[src/rtl/spi_master_ctrl_if.sv]
// Signal bundle between spi_master_ctrl, the processor-side registers, the TX/RX
// shift registers and the SPI pins. "master" is the sequencer side.
interface spi_master_ctrl_if;
   logic       start_i;
   logic [7:0] tx_data_i;
   logic [7:0] rx_byte_i;
   logic [7:0] tx_byte_o;
   logic       tx_load_o;
   logic       tx_shift_o;
   logic       rx_shift_o;
   logic       sclk_o;
   logic       cs_n_o;
   logic       busy_o;
   logic       done_o;
   logic [7:0] rx_data_o;

   modport master (
      input  start_i, tx_data_i, rx_byte_i,
      output tx_byte_o, tx_load_o, tx_shift_o, rx_shift_o,
             sclk_o, cs_n_o, busy_o, done_o, rx_data_o
   );

   modport slave (
      output start_i, tx_data_i, rx_byte_i,
      input  tx_byte_o, tx_load_o, tx_shift_o, rx_shift_o,
             sclk_o, cs_n_o, busy_o, done_o, rx_data_o
   );
endinterface

[src/rtl/spi_master_ctrl.sv]
// Mode-3 SPI byte sequencer driving external TX/RX shift registers with load/shift strobes.
// Define SPI_BURST_EN to chain back-to-back bytes under one chip-select without SETUP/HOLD.
module spi_master_ctrl #(
   parameter int CLK_DIV  = 4,
   parameter int CS_SETUP = 2,
   parameter int CS_HOLD  = 2
) (
   input logic               clk_i,
   input logic               rst_i,
   spi_master_ctrl_if.master bus
);
   typedef enum logic [2:0] {IDLE, SETUP, LOW, HIGH, HOLD} state_e;

   localparam int DIV_W   = $clog2(CLK_DIV + 1);
   localparam int FRM_MAX = (CS_SETUP > CS_HOLD) ? CS_SETUP : CS_HOLD;
   localparam int FRM_W   = $clog2(FRM_MAX + 1);
   localparam logic [DIV_W-1:0] DIV_LAST   = DIV_W'(CLK_DIV - 1);
   localparam logic [FRM_W-1:0] SETUP_LAST = FRM_W'(CS_SETUP - 1);
   localparam logic [FRM_W-1:0] HOLD_LAST  = FRM_W'(CS_HOLD - 1);
   localparam logic [3:0]       BITS       = 4'd8;

   state_e           state_q, state_d;
   logic [DIV_W-1:0] div_q, div_d;
   logic [FRM_W-1:0] frm_q, frm_d;
   logic [3:0]       bit_q, bit_d;
   logic [7:0]       tx_byte_q, tx_byte_d;
   logic [7:0]       rx_data_q, rx_data_d;
   logic             tx_load_q, tx_load_d;
   logic             tx_shift_q, tx_shift_d;
   logic             rx_shift_q, rx_shift_d;
   logic             sclk_q, sclk_d;
   logic             cs_n_q, cs_n_d;
   logic             busy_q, busy_d;
   logic             done_q, done_d;

   always_comb begin
      // NOTE: every _d gets a default first so no path through the case infers a latch.
      state_d    = state_q;
      div_d      = div_q;
      frm_d      = frm_q;
      bit_d      = bit_q;
      tx_byte_d  = tx_byte_q;
      rx_data_d  = rx_data_q;
      sclk_d     = sclk_q;
      cs_n_d     = cs_n_q;
      busy_d     = busy_q;
      tx_load_d  = 1'b0;
      tx_shift_d = 1'b0;
      rx_shift_d = 1'b0;
      done_d     = 1'b0;

      case (state_q)
         IDLE: begin
            if (bus.start_i) begin
               state_d   = SETUP;
               tx_byte_d = bus.tx_data_i;
               tx_load_d = 1'b1;
               cs_n_d    = 1'b0;
               busy_d    = 1'b1;
               frm_d     = '0;
               bit_d     = '0;
            end
         end
         SETUP: begin
            if (frm_q == SETUP_LAST) begin
               state_d = LOW;
               sclk_d  = 1'b0;
               div_d   = '0;
            end else begin
               frm_d = frm_q + 1'b1;
            end
         end
         LOW: begin
            if (div_q == DIV_LAST) begin
               state_d    = HIGH;
               sclk_d     = 1'b1;
               rx_shift_d = 1'b1;
               bit_d      = bit_q + 4'd1;
               div_d      = '0;
            end else begin
               div_d = div_q + 1'b1;
            end
         end
         HIGH: begin
            if (div_q != DIV_LAST) begin
               div_d = div_q + 1'b1;
            end else if (bit_q != BITS) begin
               // The first falling edge comes from SETUP, so only edges 2..8 shift.
               state_d    = LOW;
               sclk_d     = 1'b0;
               tx_shift_d = 1'b1;
               div_d      = '0;
            end else begin
`ifdef SPI_BURST_EN
               if (bus.start_i) begin
                  state_d   = LOW;
                  sclk_d    = 1'b0;
                  tx_byte_d = bus.tx_data_i;
                  tx_load_d = 1'b1;
                  done_d    = 1'b1;
                  rx_data_d = bus.rx_byte_i;
                  bit_d     = '0;
                  div_d     = '0;
               end else begin
                  state_d = HOLD;
                  frm_d   = '0;
               end
`else
               state_d = HOLD;
               frm_d   = '0;
`endif
            end
         end
         HOLD: begin
            if (frm_q == HOLD_LAST) begin
               state_d   = IDLE;
               cs_n_d    = 1'b1;
               busy_d    = 1'b0;
               done_d    = 1'b1;
               rx_data_d = bus.rx_byte_i;
            end else begin
               frm_d = frm_q + 1'b1;
            end
         end
         default: state_d = IDLE;
      endcase
   end

   // NOTE: state registers use non-blocking assignments so all flops update together at the edge.
   always_ff @(posedge clk_i) begin
      if (rst_i) begin
         state_q    <= IDLE;
         div_q      <= '0;
         frm_q      <= '0;
         bit_q      <= '0;
         tx_byte_q  <= '0;
         rx_data_q  <= '0;
         tx_load_q  <= 1'b0;
         tx_shift_q <= 1'b0;
         rx_shift_q <= 1'b0;
         sclk_q     <= 1'b1;
         cs_n_q     <= 1'b1;
         busy_q     <= 1'b0;
         done_q     <= 1'b0;
      end else begin
         state_q    <= state_d;
         div_q      <= div_d;
         frm_q      <= frm_d;
         bit_q      <= bit_d;
         tx_byte_q  <= tx_byte_d;
         rx_data_q  <= rx_data_d;
         tx_load_q  <= tx_load_d;
         tx_shift_q <= tx_shift_d;
         rx_shift_q <= rx_shift_d;
         sclk_q     <= sclk_d;
         cs_n_q     <= cs_n_d;
         busy_q     <= busy_d;
         done_q     <= done_d;
      end
   end

   assign bus.tx_byte_o  = tx_byte_q;
   assign bus.tx_load_o  = tx_load_q;
   assign bus.tx_shift_o = tx_shift_q;
   assign bus.rx_shift_o = rx_shift_q;
   assign bus.sclk_o     = sclk_q;
   assign bus.cs_n_o     = cs_n_q;
   assign bus.busy_o     = busy_q;
   assign bus.done_o     = done_q;
   assign bus.rx_data_o  = rx_data_q;
endmodule

[src/flat_wrapper.sv]
// flat-port wrapper written by rule: the top's interface ports become plain ports
module spi_master_ctrl_flat 
#(
   parameter int CLK_DIV  = 4,
   parameter int CS_SETUP = 2,
   parameter int CS_HOLD  = 2
)
  (clk_i, rst_i, bus_start_i, bus_tx_data_i, bus_rx_byte_i, bus_tx_byte_o, bus_tx_load_o, bus_tx_shift_o, bus_rx_shift_o, bus_sclk_o, bus_cs_n_o, bus_busy_o, bus_done_o, bus_rx_data_o);
  spi_master_ctrl_if bus_i ();
  input logic clk_i;
  input logic rst_i;
  input wire logic [$bits(bus_i.start_i)-1:0] bus_start_i;
  input wire logic [$bits(bus_i.tx_data_i)-1:0] bus_tx_data_i;
  input wire logic [$bits(bus_i.rx_byte_i)-1:0] bus_rx_byte_i;
  output wire logic [$bits(bus_i.tx_byte_o)-1:0] bus_tx_byte_o;
  output wire logic [$bits(bus_i.tx_load_o)-1:0] bus_tx_load_o;
  output wire logic [$bits(bus_i.tx_shift_o)-1:0] bus_tx_shift_o;
  output wire logic [$bits(bus_i.rx_shift_o)-1:0] bus_rx_shift_o;
  output wire logic [$bits(bus_i.sclk_o)-1:0] bus_sclk_o;
  output wire logic [$bits(bus_i.cs_n_o)-1:0] bus_cs_n_o;
  output wire logic [$bits(bus_i.busy_o)-1:0] bus_busy_o;
  output wire logic [$bits(bus_i.done_o)-1:0] bus_done_o;
  output wire logic [$bits(bus_i.rx_data_o)-1:0] bus_rx_data_o;
  assign bus_i.start_i = bus_start_i;
  assign bus_i.tx_data_i = bus_tx_data_i;
  assign bus_i.rx_byte_i = bus_rx_byte_i;
  assign bus_tx_byte_o = bus_i.tx_byte_o;
  assign bus_tx_load_o = bus_i.tx_load_o;
  assign bus_tx_shift_o = bus_i.tx_shift_o;
  assign bus_rx_shift_o = bus_i.rx_shift_o;
  assign bus_sclk_o = bus_i.sclk_o;
  assign bus_cs_n_o = bus_i.cs_n_o;
  assign bus_busy_o = bus_i.busy_o;
  assign bus_done_o = bus_i.done_o;
  assign bus_rx_data_o = bus_i.rx_data_o;
  spi_master_ctrl #(.CLK_DIV(CLK_DIV), .CS_SETUP(CS_SETUP), .CS_HOLD(CS_HOLD)) u_core (.clk_i(clk_i), .rst_i(rst_i), .bus(bus_i));
endmodule
[config.mk]
export PLATFORM = sky130hd
export DESIGN_NAME = spi_master_ctrl_flat
export DESIGN_NICKNAME = d
export VERILOG_FILES = /design/src/rtl/spi_master_ctrl_if.sv /design/src/rtl/spi_master_ctrl.sv /design/src/flat_wrapper.sv
export SDC_FILE = /design/constraint.sdc
export NUM_CORES = 1
export LEC_CHECK = 0
export CORE_MARGIN = 2
export CORE_UTILIZATION = 45
export DETAILED_ROUTE_END_ITERATION = 8
export PLACE_DENSITY_LB_ADDON = 0.25
export SYNTH_ARGS = -nofsm -noshare
export SYNTH_HDL_FRONTEND = slang
export SYNTH_SLANG_ARGS = --single-unit
export TNS_END_PERCENT = 20
[constraint.sdc]
create_clock -name clk_i -period 4.53 [get_ports clk_i]
set_input_delay 1.1325 -clock clk_i [delete_from_list [all_inputs] [get_ports clk_i]]
set_output_delay 1.1325 -clock clk_i [all_outputs]
set_load 0.02 [all_outputs]
* Yosys cells after proc, flatten, opt, wreduce, memory -nomap -nowiden
Cells that the tools add are included.
Operators by class: bitwise operators 4, add/subtract/negate cells 3, muxes and demuxes 33, equal/unequal tests 17, reductions and logical operators 18
Operators by type and width (count):
- two-way mux 3 bit | 9
- case mux 3 bit (5 select lines) | 1
- AND reduction 5 bit | 3
- two-way mux 1 bit | 11
- equality test 3 x 2 -> 1 bit, second input constant | 3
- case mux 3 bit (3 select lines) | 1
- AND reduction 3 bit | 3
- two-way mux 2 bit | 4
- two-way mux 4 bit | 2
- inequality test 2 x 1 -> 1 bit, second input constant | 4
- inequality test 2 bit, second input constant | 4
- case mux 4 bit (2 select lines) | 1
- OR reduction 2 bit | 4
- case mux 2 bit (3 select lines) | 1
- nonzero test 3 bit | 2
- adder 4 x 1 -> 4 bit, second input constant | 1
- inequality test 4 bit, second input constant | 1
- NOT 1 bit | 4
- case mux 1 bit (2 select lines) | 2
- AND reduction 2 bit | 2
- nonzero test 2 bit | 2
- adder 3 x 1 -> 3 bit, second input constant | 1
- equality test 3 x 1 -> 1 bit, second input constant | 1
- equality test 3 bit, second input constant | 1
- 7 further kinds | 7
Storage, ports and cells: register bits after elaboration 35, logic and storage cells 88, input port bits 19, output and inout port bits 23

* Logic depth before layout (Yosys ltp)
depth after elaboration 4, mapped depth 6, mapped depth without buffers 6

* Worst setup path before layout
No wires, ideal clock.
path kind input-to-reg, start input bus_start_i, end register u_core.tx_byte_q[0] (netlist: u_core.bus.tx_byte_o[0]), stages on the path 5, path buffers 1, library setup time 0.132 ns, arrival 1.992 ns, slack 2.406 ns, data required time 4.398 ns, path through or3b_4 or2_1 buf_2 nand2_1 a21oi_1
On the way: word-level cells in the longest chain between the ends 1
RTL lines:
- start, declared | line flat_wrapper.sv:12 | input wire logic [$bits(bus_i.start_i)-1:0] bus_start_i;
- AND reduction 2 bit (no source line)
- end signal, assigned | line spi_master_ctrl.sv:150 | tx_byte_q <= tx_byte_d;
- end, declared | line spi_master_ctrl.sv:26 | logic [7:0] tx_byte_q, tx_byte_d;
Every way passes these cells. A chain may end at the register's enable or synchronous reset.

==> qor.csv <==
stage,metric,value,unit
worst_setup_path,Critical path origin,rst_i,
timing,skew final,1.446,ps
clock_network,CTS Root Cell,sky130_fd_sc_hd__clkbuf_4,
grt,total overflow reported by the global router,0,
synth,fraction of synthesized area in multiplexers,1.493,%
timing,part of the cycle the worst path needs,58.40,%
power_and_ir_drop,part of the total power dissipated in the clock network,32.0,%
worst_setup_path,critical path endpoint,u_core.frm_q[1]$_SDFFE_PP0P_,
synth,count of flip-flops with a built-in enable after synthesis,0,
clock_network,Worst-Skew Late Latency,320,ps
grt,wire length of the first global-routing pass,5050,µm
die,vertical die dimension,61.91,µm
placement,post-place instance area,1927,µm²
die,area of the placeable core,3284,µm²
timing,slew at the pin closest to its max-slew limit,1224,ps
worst_setup_path,r2r worst-path depth,4,
run_status,outcome,"complete, no violations",
grt,number of antenna violations at the first check in global routing,0,
die,I/O pin count,42,
synth,post-synthesis compound-gate area fraction,14.01,%
power_and_ir_drop,internal power consumption,0.4477,mW
die,effective utilization at floorplan,45.94,%
grt,maximum number of pins on one net before global-route repair,38,
cells_and_area,"commonest non-fill, non-tap cell in the layout",sky130_fd_sc_hd__clkdlybuf4s50_1,
power_and_ir_drop,power share of the sequential group,54.9,%
placement,routability congestion estimate from global placement,0.8217,
cells_and_area,Final Cell Area,1999,µm²
worst_setup_path,"reg-to-reg slack, setup",2810,ps
clock_network,clock tree from TritonCTS,yes,
detailed_routing,Avg WL per Cell,11.52,µm
synth,"post-synthesis share of cell area spent on and, or, nand and nor gates",26.95,%
synth,post-synthesis sequential element count,35,
power_and_ir_drop,peak supply drop,0.2218,mV
detailed_routing,vias per cell,4.962,
power_and_ir_drop,net switching share of the total power,24.43,%
detailed_routing,Initial DRC Count,50,
worst_setup_path,data arrival time at the worst-slack endpoint,2870,ps
clock_network,TritonCTS buffer count,5,
placement,pre-CTS worst setup slack,1524,ps
synth,synthesized netlist net count,204,
die,area of the die,3832,µm²
detailed_routing,number of vias after detailed routing,1315,
placement,DPL Wire Length,2296,µm
synth,combinational family with the most area after synthesis,simple AND/OR/NAND/NOR gates,
worst_setup_path,reg-to-reg critical path startpoint,u_core.state_q[1]$_SDFFE_PP0P_,
detailed_routing,number of nets with antenna violations after detailed routing,0,
clock_network,number of H-tree branching levels,2,
synth,number of distinct library cell variants in the gate-level netlist after synthesis,40,
grt,via count of the first global-routing pass,1215,
timing,setup repair after global routing missed its margin,false,
synth,dominant synthesized flop cell,sky130_fd_sc_hd__dfxtp_1,
worst_setup_path,Critical Path RT,4750,ps
worst_setup_path,critical path launch point type,primary input,
detailed_routing,drt pass-1 iters,4,
worst_setup_path,"Worst Path Class, Setup",in -> reg,
worst_setup_path,biggest fanout along the worst timing path,37,
timing,headroom to the max-slew limit,18.14,%
placement,I/O Buffers,41,
power_and_ir_drop,total power divided by cell area,296.3,nW/µm²
power_and_ir_drop,Total Power Consumption,0.5925,mW
synth,mean area per synthesized cell,8.383,µm²
synth,adder-cell share of the synthesized area,4.809,%
run,max-capacitance violation count,0,
timing,worst hold margin,456.1,ps
grt,gr usage total,17.96,%
clock_network,Resize count post-CTS,0,
clock_network,Post-CTS Setup Bufs,0,
cells_and_area,final net count,242,
timing,Slew Limit Fails,0,
cells_and_area,share of layout cells above drive strength 1,6.393,%
die,Site Rows,21,
cells_and_area,layout overhead on the synthesized area,32.50,%
timing,Setup Viol. Count Final,0,
timing,setup slack after layout,1885,ps
worst_setup_path,Crit. End Element,flop,
hold_path,classification of the worst-slack hold path,reg -> reg,
synth,Yosys Warn Count,0,
synth,xor and xnor area share after synthesis,1.741,%
power_and_ir_drop,leakage component of the power,0.7339,nW
clock_network,clock tree sinks,35,
detailed_routing,final WL,3052,µm
power_and_ir_drop,combinational fraction of design power,13.1,%
synth,portion of the post-synthesis area used by sequential elements,46.43,%
synth,Syn Inst Count,180,
timing,top achievable clock speed,378.0,MHz
timing,Fin. Hold Viols,0,
cells_and_area,most frequent cells in the layout,"sky130_fd_sc_hd__clkdlybuf4s50_1 (41), sky130_fd_sc_hd__nand2_1 (37), sky130_fd_sc_hd__dfxtp_1 (35)",
die,die width,61.91,µm
cells_and_area,antenna diode count,0,
clock_network,clock-pin slew on the worst setup and hold paths,100,ps
synth,"Cell Area, Synth",1509,µm²
clock_network,# hold bufs at CTS,0,
detailed_routing,post-detailed-route DRC marker count,0,
timing,Sum Neg Setup Slack,0,ps
clock_network,clock tree buffer depth,2,
synth,"FFs w/ async S/R, synth",0,%
worst_setup_path,terminus of the critical flop-to-flop path,u_core.bit_q[1]$_SDFFE_PP0P_,
power_and_ir_drop,net switching component of the power,0.1448,mW
timing,post-layout minimum cycle time,2645,ps
-- metal layers --
metal  track usage, %  share of wire, %
met1            21.03                45
met3            5.590               4.6
met2            31.58                50
met5                0                 0
met4            5.167              0.69
-- sequential cells by signal, summed over array words and instances (netlist names) --
name,cells
u_core.bus.cs_n_o,1
u_core.bus.tx_load_o,1
u_core.frm_q,2
u_core.bus.sclk_o,1
u_core.bit_q,4
u_core.bus.rx_data_o,8
u_core.bus.tx_shift_o,1
u_core.bus.rx_shift_o,1
u_core.div_q,3
u_core.bus.tx_byte_o,8
u_core.state_q,3
u_core.bus.done_o,1
u_core.bus.busy_o,1
-- Yosys cell counts, drive strengths merged (2+ instances only) --
library cell | count | area share (%)
o21ai | 3 | 0.99
nand3 | 3 | 0.99
nor3 | 6 | 2.3
clkbuf | 3 | 0.75
and3b | 2 | 1.2
xor2 | 3 | 1.7
ha | 5 | 4.1
a21oi | 26 | 8.6
nor2 | 13 | 4.1
buf | 7 | 2.6
dfxtp | 35 | 46
nand2b | 4 | 1.7
nand2 | 38 | 9.6
inv | 5 | 1.2
nand3b | 3 | 1.5
and3 | 2 | 0.83
mux2 | 2 | 1.5
o211ai | 2 | 0.99
nor2b | 4 | 1.7
-- stage by stage --
step / utilization (%) / cells
global placement: 58.67 / 257
CTS: 60.88 / 265
floorplan: - / 180
global route: 60.88 / 265
finish: 60.88 / 265
detailed placement: 58.67 / 257
-- power groups by stage --
| stage | sequential, mW | combinational [mW] | clock, mW |
|---|---|---|---|
| global placement | 0.332 | 0.0762 | 0 |
| CTS | 0.325 | 0.0781 | 0.196 |
| finish | 0.325 | 0.0776 | 0.190 |
| detailed placement | 0.332 | 0.0778 | 0 |
| global route | 0.327 | 0.0846 | 0.212 |
| floorplan | 0.339 | 0.0349 | 0 |
-- critical path: stages --
cell                              delay, ps
sky130_fd_sc_hd__clkdlybuf4s50_1       1290
sky130_fd_sc_hd__nor3_1                 130
sky130_fd_sc_hd__mux2_1                 320
-- worst min-delay path by stage --
| stage | start | end | slack, ps | cells past startpoint |
|---|---|---|---|---|
| after floorplan | u_core.div_q[0]$_SDFFE_PP0P_ | u_core.div_q[0]$_SDFFE_PP0P_ | 440 | 1 |
| after global placement | u_core.bus.rx_data_o[0]$_SDFFE_PP0P_ | u_core.bus.rx_data_o[0]$_SDFFE_PP0P_ | 440 | 2 |
| after detailed placement | u_core.bus.sclk_o$_SDFFE_PP1P_ | u_core.bus.sclk_o$_SDFFE_PP1P_ | 450 | 2 |
| after CTS | u_core.bus.sclk_o$_SDFFE_PP1P_ | u_core.bus.sclk_o$_SDFFE_PP1P_ | 460 | 2 |
| after global routing | u_core.bus.sclk_o$_SDFFE_PP1P_ | u_core.bus.sclk_o$_SDFFE_PP1P_ | 480 | 2 |
| final | u_core.bus.sclk_o$_SDFFE_PP1P_ | u_core.bus.sclk_o$_SDFFE_PP1P_ | 460 | 2 |
-- layout make-up --
cell class	count	area, µm²
repair buffers	41	410.4
inverters	5	18.77
fillers	301	1285
flip-flops and latches	35	700.7
clock inverters	1	7.507
multi-input cells	130	739.5
clock buffers	7	65.06
well taps	46	57.56
-- logic make-up after synthesis --
family / after synthesis
compound gates: 38
simple gates: 81
xor+xnor: 3
mux: 2
buf+inv: 15
fa+ha+maj: 6
flops: 35
Note: power is estimated with default switching activity, not from simulation.
